<file path="src/rtl/uart_rx_cts_if.sv">
// uart_rx_cts_if: serial line, flow control and received-byte handshake
interface uart_rx_cts_if;
  logic       uart_rx;
  logic       uart_cts;
  logic [7:0] rx_data;
  logic       rx_valid;
  logic       rx_ready;
  logic       framing_err;
  logic       overrun_err;
  modport master (output uart_rx, rx_ready, input uart_cts, rx_data, rx_valid, framing_err, overrun_err);
  modport slave (input uart_rx, rx_ready, output uart_cts, rx_data, rx_valid, framing_err, overrun_err);
endinterface

</file>
<file path="src/rtl/uart_rx_cts.sv">
// uart_rx_cts: 8N1 UART receiver with byte FIFO and CTS flow control with hysteresis
module uart_rx_cts #(
  parameter int CLK_FREQ   = 25000000,
  parameter int BAUD       = 115200,
  parameter int FIFO_DEPTH = 8
) (
  input logic          clk25,
  input logic          rst_n,
  uart_rx_cts_if.slave bus
);
  localparam int BIT_TICKS  = CLK_FREQ / BAUD;
  localparam int HALF_TICKS = BIT_TICKS / 2;
  localparam int TW         = $clog2(BIT_TICKS);
  localparam int AW         = $clog2(FIFO_DEPTH);
  localparam int CW         = AW + 1;
  typedef enum logic [1:0] {IDLE, START, DATA, STOP} state_t;
  state_t        state_q, state_d;
  logic          sync1_q, sync2_q;
  logic          armed_q, armed_d;
  logic [TW-1:0] tick_q, tick_d;
  logic [2:0]    bit_q, bit_d;
  logic [7:0]    shift_q, shift_d;
  logic [7:0]    mem_q [FIFO_DEPTH];
  logic [AW-1:0] wr_q, rd_q;
  logic [CW-1:0] count_q, count_d;
  logic          cts_q, cts_d, ferr_q, ferr_d, oerr_q;
  logic          line, half_end, bit_end, push, pop, push_ok, valid;
  assign line     = sync2_q;
  assign half_end = tick_q == TW'(HALF_TICKS - 1);
  assign bit_end  = tick_q == TW'(BIT_TICKS - 1);
  assign valid    = count_q != '0;
  assign pop      = valid && bus.rx_ready;
  assign push_ok  = push && (count_q < CW'(FIFO_DEPTH) || pop);
  assign count_d  = count_q + CW'(push_ok) - CW'(pop);
  assign cts_d    = count_q >= CW'(FIFO_DEPTH - 2) ? 1'b1 : count_q <= CW'(FIFO_DEPTH / 2) ? 1'b0 : cts_q;
  assign bus.rx_valid    = valid;
  assign bus.rx_data     = valid ? mem_q[rd_q] : 8'h00;
  assign bus.uart_cts    = cts_q;
  assign bus.framing_err = ferr_q;
  assign bus.overrun_err = oerr_q;
  // Receiver FSM; armed_q blocks a restart until the line has been seen high after a frame
  always_comb begin
    state_d = state_q;
    tick_d  = tick_q + 1'b1;
    bit_d   = bit_q;
    shift_d = shift_q;
    push    = 1'b0;
    ferr_d  = 1'b0;
    armed_d = line || (state_q == IDLE && armed_q);
    case (state_q)
      IDLE: begin
        tick_d = '0;
        if (!line && armed_q) state_d = START;
      end
      START: if (half_end) begin
        tick_d  = '0;
        bit_d   = '0;
        state_d = line ? IDLE : DATA;
      end
      DATA: if (bit_end) begin
        tick_d  = '0;
        shift_d = {line, shift_q[7:1]};
        bit_d   = bit_q + 1'b1;
        if (bit_q == 3'd7) state_d = STOP;
      end
      default: if (bit_end) begin
        tick_d  = '0;
        push    = line;
        ferr_d  = !line;
        state_d = IDLE;
      end
    endcase
  end
  // State, synchronizer, FIFO pointers, flow control and error pulse registers
  always_ff @(posedge clk25) begin
    if (!rst_n) begin
      state_q <= IDLE;
      sync1_q <= 1'b1;
      sync2_q <= 1'b1;
      armed_q <= 1'b0;
      tick_q  <= '0;
      bit_q   <= '0;
      shift_q <= '0;
      wr_q    <= '0;
      rd_q    <= '0;
      count_q <= '0;
      cts_q   <= 1'b1;
      ferr_q  <= 1'b0;
      oerr_q  <= 1'b0;
    end else begin
      state_q <= state_d;
      sync1_q <= bus.uart_rx;
      sync2_q <= sync1_q;
      armed_q <= armed_d;
      tick_q  <= tick_d;
      bit_q   <= bit_d;
      shift_q <= shift_d;
      wr_q    <= wr_q + AW'(push_ok);
      rd_q    <= rd_q + AW'(pop);
      count_q <= count_d;
      cts_q   <= cts_d;
      ferr_q  <= ferr_d;
      oerr_q  <= push && !push_ok;
    end
  end
  // FIFO storage, written with the completed byte on an accepted push
  always_ff @(posedge clk25) begin
    if (rst_n && push_ok) mem_q[wr_q] <= shift_q;
  end
endmodule

</file>
<file path="src/flat_wrapper.sv">
// flat-port wrapper written by rule: the top's interface ports become plain ports
module uart_rx_cts_flat 
#(
  parameter int CLK_FREQ   = 25000000,
  parameter int BAUD       = 115200,
  parameter int FIFO_DEPTH = 8
)
  (clk25, rst_n, bus_uart_rx, bus_rx_ready, bus_uart_cts, bus_rx_data, bus_rx_valid, bus_framing_err, bus_overrun_err);
  uart_rx_cts_if bus_i ();
  input logic clk25;
  input logic rst_n;
  input wire logic [$bits(bus_i.uart_rx)-1:0] bus_uart_rx;
  input wire logic [$bits(bus_i.rx_ready)-1:0] bus_rx_ready;
  output wire logic [$bits(bus_i.uart_cts)-1:0] bus_uart_cts;
  output wire logic [$bits(bus_i.rx_data)-1:0] bus_rx_data;
  output wire logic [$bits(bus_i.rx_valid)-1:0] bus_rx_valid;
  output wire logic [$bits(bus_i.framing_err)-1:0] bus_framing_err;
  output wire logic [$bits(bus_i.overrun_err)-1:0] bus_overrun_err;
  assign bus_i.uart_rx = bus_uart_rx;
  assign bus_i.rx_ready = bus_rx_ready;
  assign bus_uart_cts = bus_i.uart_cts;
  assign bus_rx_data = bus_i.rx_data;
  assign bus_rx_valid = bus_i.rx_valid;
  assign bus_framing_err = bus_i.framing_err;
  assign bus_overrun_err = bus_i.overrun_err;
  uart_rx_cts #(.CLK_FREQ(CLK_FREQ), .BAUD(BAUD), .FIFO_DEPTH(FIFO_DEPTH)) u_core (.clk25(clk25), .rst_n(rst_n), .bus(bus_i));
endmodule
</file>
<file path="config.mk">
export PLATFORM = sky130hd
export DESIGN_NAME = uart_rx_cts_flat
export DESIGN_NICKNAME = d
export VERILOG_FILES = /design/src/rtl/uart_rx_cts_if.sv /design/src/rtl/uart_rx_cts.sv /design/src/flat_wrapper.sv
export SDC_FILE = /design/constraint.sdc
export NUM_CORES = 1
export LEC_CHECK = 0
export ABC_AREA = 1
export CAP_MARGIN = 30
export CORE_ASPECT_RATIO = 0.8
export CORE_UTILIZATION = 40
export DETAILED_ROUTE_END_ITERATION = 8
export PLACE_DENSITY_LB_ADDON = 0.15
export SLEW_MARGIN = 40
export SYNTH_ARGS = -nofsm -noshare
export SYNTH_HDL_FRONTEND = slang
export SYNTH_SLANG_ARGS = --single-unit
</file>
<file path="constraint.sdc">
create_clock -name clk25 -period 2.3 [get_ports clk25]
set_input_delay 0.69 -clock clk25 [delete_from_list [all_inputs] [get_ports clk25]]
set_output_delay 0.69 -clock clk25 [all_outputs]
set_load 0.005 [all_outputs]
</file>
* Word level (Yosys, flattened, before mapping) *
Memories as Yosys holds them, arrays and structs flattened. A register that Yosys moved wholly into a read port is not among the register bits.
Cells that the tools add are included.

cells by class
  $add $sub $neg = 6
  $lt $le $gt $ge = 3
  equality and inequality tests = 9
  multiplexer cells = 19
  bitwise logic cells = 2
  reduce and logical (&&, ||, !) cells = 20

operators by type and width
  kind                                                                number
  two-way mux 8 bit                                                   3
  case mux 8 bit (2 select lines)                                     1
  two-way mux 2 bit                                                   6
  two-way mux 3 bit                                                   3
  adder 8 x 1 -> 8 bit (second input constant)                        1
  equality test 8 x 7 -> 1 bit (second input constant)                1
  equality test 8 bit (second input constant)                         1
  adder 3 x 1 -> 3 bit                                                2
  logical AND 1 bit                                                   6
  inequality test 2 x 1 -> 1 bit (second input constant)              3
  case mux 2 bit (3 select lines)                                     1
  case mux 3 bit (2 select lines)                                     1
  AND reduction 5 bit                                                 1
  OR reduction 5 bit                                                  1
  adder 4 x 1 -> 4 bit                                                1
  greater-or-equal comparator 4 x 3 -> 1 bit (second input constant)  1
  <= comparator 4 x 3 -> 1 bit (second input constant)                1
  < comparator 4 bit (second input constant)                          1
  two-way mux 1 bit                                                   4
  nonzero test 4 bit                                                  1
  subtractor 4 x 1 -> 4 bit                                           1
  adder 3 x 1 -> 3 bit (second input constant)                        1
  equality test 3 bit (second input constant)                         1
  AND reduction 3 bit                                                 1
  12 further kinds                                                    15

word-level totals
  register bits after elaboration = 37
  bits in writable memories = 64
  input port bits = 4
  output and inout port bits = 12
  logic and storage cells = 73
  memories = 1

memories
  memory        depth  bits a word  read ports  clocked after Yosys merged registers in  wr ports  RTL line           source
  u_core.mem_q  8      8            1           1                                        1         uart_rx_cts.sv:23  logic [7:0] mem_q [FIFO_DEPTH];

* Longest topological paths before layout *
Gate-level depths: netlist (run 1).

  depth after elaboration = 7
  mapped depth = 11
  depth with buffers taken out = 11

* Least setup slack after synthesis (run 1) *
No wires, ideal clock.

  path type = register -> register
  from = reg u_core.count_q[2]
  to = reg u_core.count_q[2]
  setup time = 0.129 ns
  data arrival time = 2.041 ns
  data required time = 2.171 ns
  slack = 0.130 ns
  cell stages (with the launch flop) = 12
  buffers on the path = 0
  clock period less this slack = 2.170 ns
  path through = dfxtp_1 > inv_1 > ha_1 > nand2_2 > and2_1 > nor2_2 > nor4_1 > ha_1 > inv_1 > fa_1 > xor2_1 > nor2_1

between the ends
  word-level cells in the longest chain between the ends = 6
  elaborated cells on any way between the ends = 7
  those cells by class = add/sub: 2; order compare: 1; reduce/logical: 4

RTL lines
  item                         RTL line            source
  start: declaration           uart_rx_cts.sv:25   logic [CW-1:0] count_q, count_d;
  start signal: assignment     uart_rx_cts.sv:100  count_q <= count_d;
  nonzero test 4 bit *         uart_rx_cts.sv:31   assign valid = count_q != '0;
  via bus_rx_valid             flat_wrapper.sv:16  output wire logic [$bits(bus_i.rx_valid)-1:0] bus_rx_valid;
  logical AND 1 bit *          uart_rx_cts.sv:32   assign pop = valid && bus.rx_ready;
  logical OR 1 bit             uart_rx_cts.sv:33   assign push_ok = push && (count_q < CW'(FIFO_DEPTH) || pop);
  logical AND 1 bit            uart_rx_cts.sv:33
  adder 4 x 1 -> 4 bit         uart_rx_cts.sv:34   assign count_d = count_q + CW'(push_ok) - CW'(pop);
  subtractor 4 x 1 -> 4 bit *  uart_rx_cts.sv:34

Mark *: on every way through the listed nets, which the timed path passes. The rest lies on a longest branch.
A chain may end at the register's enable or synchronous reset.

==> results of run 1 <==
[layout make-up]
type	instances	area (um2)
Timing Repair Buffer	61	544
Tap cell	140	175
Fill cell	928	4900
Sequential cell	101	2670
Clock inverter	6	91.3
Inverter	36	143
Clock buffer	10	229
Multi-Input combinational cell	268	1570
[kinds of logic after synthesis]
| logic type | after synthesis | synth area share |
|---|---|---|
| simple gates | 176 | 0.177 |
| flops | 101 | 0.621 |
| compound gates | 70 | 0.0942 |
| buf+inv | 50 | 0.0493 |
| fa+ha+maj | 16 | 0.0484 |
| xor+xnor | 5 | 0.0102 |
[through the flow]
stage,power (mW),area (um2)
final,5.74,5420
after global routing,6.09,5420
after CTS,5.62,5330
after detailed placement,3.59,4840
after global placement,3.57,4840
after floorplan,2.98,4290
[power by group]
group / internal (mW) / switching [mW] / total, mW / leakage (nW)
logic: 0.967 / 1.07 / 2.04 / 1.12
registers: 1.98 / 0.0747 / 2.06 / 1.05
clock network: 0.964 / 0.680 / 1.64 / 0.158
[synth_stat cells (2+ instances only)]
cell	instances	share of area
a21oi_1	6	0.0070
a21oi_2	3	0.0061
buf_2	8	0.0093
clkbuf_1	4	0.0035
dfxtp_1	37	0.17
edfxtp_1	64	0.45
ha_1	15	0.044
inv_1	32	0.028
inv_2	2	0.0018
nand2_1	35	0.031
nand2_2	6	0.0087
nand2_4	2	0.0052
nand3_1	5	0.0058
nand3_2	2	0.0047
nand4_1	3	0.0044
nor2_1	108	0.094
nor2_2	5	0.0073
nor3_1	2	0.0023
nor4_1	2	0.0029
o21ai_0	39	0.045
o21ai_1	10	0.012
o21ai_2	2	0.0041
o32ai_1	8	0.016
or2_2	2	0.0029
xnor2_1	2	0.0041
xor2_1	3	0.0061
[layer usage]
metal,vias to the layer above,track usage
li1,1525,-
met1,1446,0.256
met2,48,0.310
met3,10,0.0374
met4,0,0.0652
met5,-,0
[timing repair]
item                                    in CTS  in global routing
setup buffers                                7                  1
cloned                                       4                  0
endpoints found under the hold margin        0                  0
gates resized for setup                     72                 32
endpoints found under the setup margin      11                 11
hold buffers                                 0                  0
pin swaps                                   21                 17
[state kept, by name, indices dropped and copies added, names as in the netlist]
name                    flops
u_core.tick_q               8
u_core.state_q              2
u_core.bus.overrun_err      1
u_core.bus.framing_err      1
u_core.mem_q               64
u_core.shift_q              8
u_core.count_q              4
u_core.bit_q                3
u_core.armed_q              1
u_core.bus.uart_cts         1
u_core.wr_q                 3
u_core.sync1_q              1
u_core.rd_q                 3
u_core.line                 1
[cell usage in the layout, fill, tap and decap left out, types with 7 or more instances in the layout]
master / Yosys / routed
ha_1: 15 / 14
inv_1: 32 / 30
o32ai_2: 0 / 8
o21ai_1: 10 / 32
buf_6: 1 / 9
buf_2: 8 / 8
dfxtp_1: 37 / 36
edfxtp_1: 64 / 64
nand2_1: 35 / 35
nor2_1: 108 / 98
nor2_2: 5 / 13
buf_4: 1 / 32
o21ai_0: 39 / 14
clkdlybuf4s50_1: 0 / 7
clkbuf_16: 0 / 9
[path summary, 6_finish.rpt]
kind | endpoint | cells after the start | startpoint | slack [ns]
hold reg to reg | u_core.bus.framing_err | 1 | u_core.line | 0.42
setup reg to reg | u_core.count_q[1] | 9 | u_core.count_q[1] | 0.11
hold / removal | u_core.bus.framing_err | 1 | u_core.line | 0.42
setup / recovery | bus_rx_data[4] | 9 | u_core.rd_q[0] | -0.02
==> PnR_summary.wiki, run 1 <==
{| class="wikitable"
! Metric !! Value
|-
| DRC viols || 0
|-
| Pin count of the biggest net entering global routing || 34
|-
| Average detailed-routed wire length per instance || 15.5 um
|-
| Clock input transition at the sequential cells of the worst setup and hold paths || 0.07 ns
|-
| First-iteration detailed-routing DRC count || 226
|-
| Number of buffers on the longest clock path || 2
|-
| Vertical die dimension || 94.6 um
|-
| GP Congestion || just under 0.8
|-
| Top_reg_cell synth || edfxtp_1
|-
| Vias in the first global route || approximately 3,000
|-
| Global-route total usage across every layer || 0.191
|-
| PwrDens || 1060 nW/um2
|-
| Post-layout min period || 2.32 ns
|-
| Max-cap violation count || 0
|-
| Combined area of all synthesized cells || 4290 um2
|-
| WP buf/inv || 3
|-
| TritonCTS Sinks || 101
|-
| Placed Instances || 595
|-
| Result of the run || complete, but fails checks
|-
| Wire length the detailed router placed on met1 || 4720 um
|-
| Endpoints failing setup || 2
|-
| Worst skew pair latency || ~0.35 ns
|-
| Starting density of the core || 0.416
|-
| Library cells used by synthesis || 37
|-
| Worst path setup slack after routing || -0.0164 ns
|-
| Class of the tightest hold or removal check || flop to flop
|-
| Final core utilization || 0.525
|-
| Setup crit end kind || output pin
|-
| Final instance count without filler cells || 622
|-
| Number of enable flip-flop cells after synthesis || 64
|-
| CP Launch Type || flop
|-
| Timing-limited maximum frequency || 432 MHz
|-
| Post-Route WL || 9640 um
|-
| Worst-case hold slack || 0.416 ns
|-
| Top layer in use || met4
|-
| Area added between synthesis and finish || 26.4%
|-
| Site row count || 33
|-
| Required @ worst endpoint || 1.61 ns
|-
| Proportion of synthesized chip area in sequential cells || 0.621
|-
| Level count of the clock H-tree || 3
|-
| Total length of routed met2 wires || 4460 um
|-
| Antenna Nets Post-Route || 0
|-
| Setup TNS || -0.0296 ns
|-
| Peak fanout along the critical path || 4
|-
| Number of warnings reported in the yosys synthesis log || 0
|-
| Sequence of cells on the critical path || buf_6 > buf_6 > nor2_4 > nor2_2 > o21ai_1 > o21ai_1 > o21ai_1 > nor2_1 > buf_2
|-
| X dimension of the die || 118 um
|-
| Routed wl met3 || 326 um
|-
| Total number of vias || a little over 3,000
|-
| Worst path slowest cell || dfxtp_4
|-
| Share of cells above drive strength 1 || 0.259
|-
| Number of inserted diodes || 0
|-
| CTS tree || yes
|-
| Top-level I/O count || 16
|-
| RSZ-0062 raised after global routing || yes
|-
| Asr flop ratio synth || 0
|-
| Post-synthesis net count || 438
|-
| Number of synthesized register bits || 101
|-
| Violated checks || setup timing
|-
| TritonRoute pass-1 iters || 4
|-
| Die Outline Area || 11,100 um2
|-
| Worst slew margin || 0.718
|-
| Wire length of the first global-routing pass || 15,700 um
|-
| Highest cell delay on the worst timing path || 0.40 ns
|-
| Number of instances in the synthesized netlist || 418
|-
| Number of antenna violations at the first check in global routing || 0
|-
| Worst-Margin Slew || 0.422 ns
|-
| Cell repeated most along the worst path || o21ai_1
|-
| Pre-CTS WS || -0.420 ns
|-
| Cell class contributing the biggest share of worst-path delay || flip-flops
|-
| Static leakage power || 2.32 nW
|-
| Worst Setup Path Type || flop to output pin
|-
| Layout Nets || between 400 and 500
|-
| DP Wirelength || approximately 6000 um
|-
| Clock root cell || clkbuf_16
|-
| Slew Viols, Final || 0
|-
| Core ar. || 10,300 um2
|-
| Final hold viol count || 0
|-
| Data arrival time of the critical path || 1.63 ns
|-
| GRT overflow || 0
|-
| Vias per std cell || 4.87
|-
| Final Skew || between 0.009 and 0.01 ns
|-
| IR drop worst, VDD || 672 uV
|-
| Portion of the clock cycle consumed by the worst path in the final layout || 1.01
|-
| Average instance area after synthesis || a little over 10 um2
|-
| Port bufs || 15
|-
| TritonCTS buffer count || 9
|}
Note: power is estimated with default switching activity, not from simulation.
==> run 2: changes to the inputs <==
--- a/config.mk
+++ b/config.mk
@@ -6,6 +6,7 @@
 export NUM_CORES = 1
 export LEC_CHECK = 0
 export ABC_AREA = 1
+export ABC_CLOCK_PERIOD_IN_PS = 2300
 export CAP_MARGIN = 30
 export CORE_ASPECT_RATIO = 0.8
 export CORE_UTILIZATION = 40
==> results of run 2 <==
No change in the layout: final DEF, timing and power equal those of run 1.
==> run 3: changes to the inputs <==
--- a/config.mk
+++ b/config.mk
@@ -7,10 +7,11 @@
 export LEC_CHECK = 0
 export ABC_AREA = 1
 export ABC_CLOCK_PERIOD_IN_PS = 2300
-export CAP_MARGIN = 30
+export CAP_MARGIN = 40
 export CORE_ASPECT_RATIO = 0.8
 export CORE_UTILIZATION = 40
 export DETAILED_ROUTE_END_ITERATION = 8
+export GPL_TIMING_DRIVEN = 1
 export PLACE_DENSITY_LB_ADDON = 0.15
 export SLEW_MARGIN = 40
 export SYNTH_ARGS = -nofsm -noshare
==> results of run 3 <==
No change in the layout: final DEF, timing and power equal those of run 1.
